===== src/rtl/mem_request_initiator.sv =====
// Processor-side memory request initiator: arbitrates fetch/data requests,
// drives the memory strobes, waits for MEM_MFC and reports completion or fault.
module mem_request_initiator #(
    parameter int unsigned TIMEOUT_CYCLES = 15
) (
    input  logic        Clock,
    input  logic        Reset,
    input  logic        IF_Req,
    input  logic [31:0] IF_Address,
    output logic        IF_Ack,
    output logic [31:0] IF_Data,
    input  logic        DM_Req,
    input  logic        DM_Write,
    input  logic [31:0] DM_Address,
    input  logic [31:0] DM_Data_Wr,
    output logic        DM_Ack,
    output logic [31:0] DM_Data_Rd,
    output logic        Fault,
    output logic [1:0]  Fault_Code,
    output logic [31:0] Fault_Address,
    output logic        Busy,
    output logic [31:0] MEM_Address,
    output logic [31:0] MEM_Data_In,
    output logic        MEM_Read,
    output logic        MEM_Write,
    input  logic [31:0] MEM_Data_Out,
    input  logic        MEM_MFC,
    input  logic        MEM_ANA_FLAG
);

    typedef enum logic [1:0] {
        S_IDLE  = 2'd0,
        S_ISSUE = 2'd1,
        S_WAIT  = 2'd2,
        S_DONE  = 2'd3
    } state_t;

    localparam logic [7:0] TIMEOUT_LIMIT = 8'(TIMEOUT_CYCLES);
    localparam logic [1:0] CODE_NONE     = 2'b00;
    localparam logic [1:0] CODE_ANA      = 2'b01;
    localparam logic [1:0] CODE_TIMEOUT  = 2'b10;

    state_t      r_state;
    logic        r_is_dm;
    logic        r_write;
    logic [7:0]  r_cnt;
    logic        r_if_ack;
    logic        r_dm_ack;
    logic [31:0] r_if_data;
    logic [31:0] r_dm_data;
    logic        r_fault;
    logic [1:0]  r_fault_code;
    logic [31:0] r_fault_addr;
    logic        r_busy;
    logic [31:0] r_mem_addr;
    logic [31:0] r_mem_wdata;
    logic        r_mem_read;
    logic        r_mem_write;

    always_ff @(posedge Clock) begin
        if (Reset) begin
            r_state      <= S_IDLE;
            r_is_dm      <= 1'b0;
            r_write      <= 1'b0;
            r_cnt        <= 8'd0;
            r_if_ack     <= 1'b0;
            r_dm_ack     <= 1'b0;
            r_if_data    <= 32'd0;
            r_dm_data    <= 32'd0;
            r_fault      <= 1'b0;
            r_fault_code <= CODE_NONE;
            r_fault_addr <= 32'd0;
            r_busy       <= 1'b0;
            r_mem_addr   <= 32'd0;
            r_mem_wdata  <= 32'd0;
            r_mem_read   <= 1'b0;
            r_mem_write  <= 1'b0;
        end else begin
            // Ack and Fault are single-cycle pulses raised only on entry to DONE
            r_if_ack <= 1'b0;
            r_dm_ack <= 1'b0;
            r_fault  <= 1'b0;
            case (r_state)
                S_IDLE: begin
                    if (DM_Req) begin
                        r_is_dm     <= 1'b1;
                        r_write     <= DM_Write;
                        r_mem_addr  <= DM_Address;
                        r_mem_wdata <= DM_Data_Wr;
                        r_mem_read  <= ~DM_Write;
                        r_mem_write <= DM_Write;
                        r_cnt       <= 8'd0;
                        r_busy      <= 1'b1;
                        r_state     <= S_ISSUE;
                    end else if (IF_Req) begin
                        r_is_dm     <= 1'b0;
                        r_write     <= 1'b0;
                        r_mem_addr  <= IF_Address;
                        r_mem_read  <= 1'b1;
                        r_mem_write <= 1'b0;
                        r_cnt       <= 8'd0;
                        r_busy      <= 1'b1;
                        r_state     <= S_ISSUE;
                    end
                end
                S_ISSUE: begin
                    r_state <= S_WAIT;
                end
                S_WAIT: begin
                    if (MEM_MFC) begin
                        if (MEM_ANA_FLAG) begin
                            r_fault_code <= CODE_ANA;
                            r_fault_addr <= r_mem_addr;
                            r_fault      <= 1'b1;
                        end else begin
                            r_fault_code <= CODE_NONE;
                            if (!r_write && r_is_dm)  r_dm_data <= MEM_Data_Out;
                            if (!r_write && !r_is_dm) r_if_data <= MEM_Data_Out;
                        end
                        r_mem_read  <= 1'b0;
                        r_mem_write <= 1'b0;
                        r_dm_ack    <= r_is_dm;
                        r_if_ack    <= ~r_is_dm;
                        r_state     <= S_DONE;
                    end else if (r_cnt >= TIMEOUT_LIMIT) begin
                        r_fault_code <= CODE_TIMEOUT;
                        r_fault_addr <= r_mem_addr;
                        r_fault      <= 1'b1;
                        r_mem_read   <= 1'b0;
                        r_mem_write  <= 1'b0;
                        r_dm_ack     <= r_is_dm;
                        r_if_ack     <= ~r_is_dm;
                        r_state      <= S_DONE;
                    end else begin
                        r_cnt <= r_cnt + 8'd1;
                    end
                end
                S_DONE: begin
                    r_busy  <= 1'b0;
                    r_state <= S_IDLE;
                end
                default: r_state <= S_IDLE;
            endcase
        end
    end

    assign IF_Ack        = r_if_ack;
    assign IF_Data       = r_if_data;
    assign DM_Ack        = r_dm_ack;
    assign DM_Data_Rd    = r_dm_data;
    assign Fault         = r_fault;
    assign Fault_Code    = r_fault_code;
    assign Fault_Address = r_fault_addr;
    assign Busy          = r_busy;
    assign MEM_Address   = r_mem_addr;
    assign MEM_Data_In   = r_mem_wdata;
    assign MEM_Read      = r_mem_read;
    assign MEM_Write     = r_mem_write;

endmodule


===== config.mk =====
export PLATFORM = sky130hd
export DESIGN_NAME = mem_request_initiator
export DESIGN_NICKNAME = d
export VERILOG_FILES = /design/src/rtl/mem_request_initiator.sv
export SDC_FILE = /design/constraint.sdc
export NUM_CORES = 1
export LEC_CHECK = 0
export ABC_AREA = 1
export CORE_UTILIZATION = 47
export CTS_BUF_LIST = sky130_fd_sc_hd__clkbuf_8
export DETAILED_ROUTE_END_ITERATION = 6
export PLACE_DENSITY = 0.93
export SYNTH_ARGS = -nofsm -noshare
export SYNTH_HDL_FRONTEND = slang
export SYNTH_SLANG_ARGS = --single-unit

===== constraint.sdc =====
create_clock -name Clock -period 4.2 [get_ports Clock]
set_clock_uncertainty 0.05 [all_clocks]
set_input_delay 1.26 -clock Clock [delete_from_list [all_inputs] [get_ports Clock]]
set_output_delay 1.26 -clock Clock [all_outputs]
set_load 0.02 [all_outputs]

==> results.py <==
metrics = {
    "final_layout": {
        "drive_gt1_share_pct": 5.64,
        "nets": 1369,
        "antenna_cells": 0,
        "area_delta_synth_final_pct": 48.1,
        "post-route-util_pct": 71.6,
    },
    "placement": {
        "finalWeightedCongestion": 0.818,
        "hpwl_um": 14100,
        "portBuffers": 302,
    },
    "cts": {
        "cts_setup_buffers": 0,
        "cts_buffers": 17,
        "clk_latency_ns": 0.44,
        "clock_tree.root_cell": "clkbuf_8",
        "cts_tree": "done",
        "clockBufferDepth": 2,
        "cts_resized": 0,
        "clkTransAtPathRegs_ns": 0.09,
        "cts.sinks": 180,
        "hold_buffers": 0,
        "htreeDepth": 4,
    },
    "status": {
        "status": "finished clean",
    },
    "critical_path": {
        "critPathRequiredTime_ns": 2.89,
        "slowest_stage": "clkdlybuf4s50_1",
        "worst_setup_path_end_kind": "primary output",
        "cpPeakStageDelay_ns": 0.65,
        "cp_cell_sequence": "clkdlybuf4s50_1",
        "critical-path-top-delay-family": "buffers and inverters",
        "crit_type": "flop to primary output",
        "cp_max_fo": 3,
        "cp.arrival_ns": 1.47,
        "worst_setup_path_start_kind": "flop",
        "critPathBufInv": 1,
    },
    "logic_synthesis": {
        "synth-edff-count": 0,
        "synthCells": 960,
        "synth_top_area_cell": "dfxtp_1",
        "synth.net_count": 1100,
        "async_reset_ff_share_pct": 0,
        "yosysSeqAreaShare_pct": 51.1,
        "syn-cell-area_um2": 7050,
        "synth.area.top_cells": "dfxtp_1 51%, nor2_1 16%, o21ai_0 9.2%",
        "yosysUniqueCellTypes": 24,
        "synthTopCellsByCount": "301 x nor2_1, 180 x dfxtp_1, 130 x o21ai_0",
        "ys_seq_elements": 180,
        "ys.flop_type": "dfxtp_1",
        "synth.most_common_cell": "nor2_1",
        "ys_warn_count": 0,
        "synth_top_area_share_pct": 51.1,
        "syn_area_per_cell_um2": 7.34,
    },
    "timing": {
        "tns_ns": 0,
        "grt_setup_unrepaired": "false",
        "final-max-slew-violation-count": 0,
        "fin_worst_hold_slack_ns": 0.382,
        "hold_viol_final": 0,
        "min_period_ns": 2.78,
        "relSlewSlack_pct": 27.8,
        "fmax_mhz": 359,
        "tightest_slew_ns": 1.08,
        "setup_viol": 0,
        "post-route-period-util_pct": 66.2,
    },
    "route": {
        "wl_per_cell_um": 13.8,
        "drt-initial-drc-count": 426,
        "drt-total-wl_um": 19700,
        "via_per_inst": 4.89,
        "drt.antenna.violating_nets": 0,
        "vias": 6972,
        "firstDrtPassIters": 5,
        "drc": 0,
    },
    "run": {
        "drv_cap": 0,
    },
    "grt": {
        "grt_start_max_net_pins": 75,
        "groute.usage.overall_pct": 25.6,
        "grt-ovfl-total": 0,
        "first_global_vias": 6706,
        "antenna_found_initial": 0,
        "grt_pass1_wl_um": 32100,
    },
    "die": {
        "die_area_um2": 15500,
        "die_w_um": 124,
        "rows": 44,
        "start_util_pct": 48.3,
        "die_y_um": 124,
        "ios": 303,
        "core_um2": 14600,
    },
    "worst_hold_path": {
        "hold_path_class": "flop to flop",
    },
    "power": {
        "p_leak_uw": 0.00435,
        "ir_drop_uv": 309,
        "powerDensity_nw_per_um2": 513,
    },
}
cell families (layout without fill, tap and decap cells):
logic type                 Yosys count  count (layout)  share of synthesized area, %
adders and majority gates            5               5                         0.887
buffers and inverters              149             430                          9.28
DFF                                180             180                          51.1
AOI/OAI and AO/OA                  207             207                          14.9
and+or+nand+nor                    419             419                          23.9
layout make-up:
class | count | area, um2
Clock buffer | 18 | 248
Clock inverter | 13 | 113
Fill cell | 1138 | 4150
Inverter | 89 | 337
Multi-Input combinational cell | 631 | 2790
Sequential cell | 180 | 3600
Tap cell | 184 | 230
Timing Repair Buffer | 310 | 3120
power by group:
part | switching, uW | leakage, uW | internal, uW | total (uW)
clock | 613 | 0.000174 | 479 | 1090
combinational | 1160 | 0.00271 | 895 | 2050
sequential | 194 | 0.00147 | 2020 | 2210
path summary, 6_finish.rpt:
kind              startpoint               to  slack [ns]  cells after the start
max          MEM_Address[31]  MEM_Address[31]        1.42                      1
min                 r_cnt[7]         r_cnt[7]        0.38                      2
max reg2reg       r_state[0]          r_write        1.94                      7
min reg2reg         r_cnt[7]         r_cnt[7]        0.38                      2
through the flow:
stage	cells	area (um2)	power [uW]	worst slack [ns]
after floorplan	960	7050	3380	1.91
after global placement	1394	10100	4240	1.11
after detailed placement	1394	10100	4300	1.04
after CTS	1425	10400	5390	1.38
after global routing	1425	10400	5670	1.33
final	1425	10400	5360	1.42
cells in the final DEF (no fill, tap or decap), drive strengths merged:
cell type,synthesis,final
ha,5,5
nand4,4,4
a21oi,75,75
clkinvlp,0,5
clkbuf,29,18
clkdlybuf4s50,0,301
buf,31,9
o21ai,132,132
nand2,96,96
nor2,305,305
nand3,12,12
clkinv,1,5
bufinv,0,1
inv,88,91
nor3,2,2
dfxtp,180,180
registers in the layout, indices dropped and copies added (netlist names), 2 cells and up:
signal / cells
DM_Data_Rd: 32
Fault_Address: 32
IF_Data: 32
MEM_Address: 32
MEM_Data_In: 32
r_cnt: 8
Fault_Code: 2
r_state: 2
tightest hold or removal path, cell delays in order (launching register included):
cell and delay, ns:
dfxtp_1 0.31, inv_1 0.05, nor2_1 0.03
layer usage:
layer  track usage [%]  wire [um]
met3              7.90       1430
met4              12.0        682
met5                 0          0
met1              28.6       7840
met2              44.0       9730
Note: power is estimated with default switching activity, not from simulation.
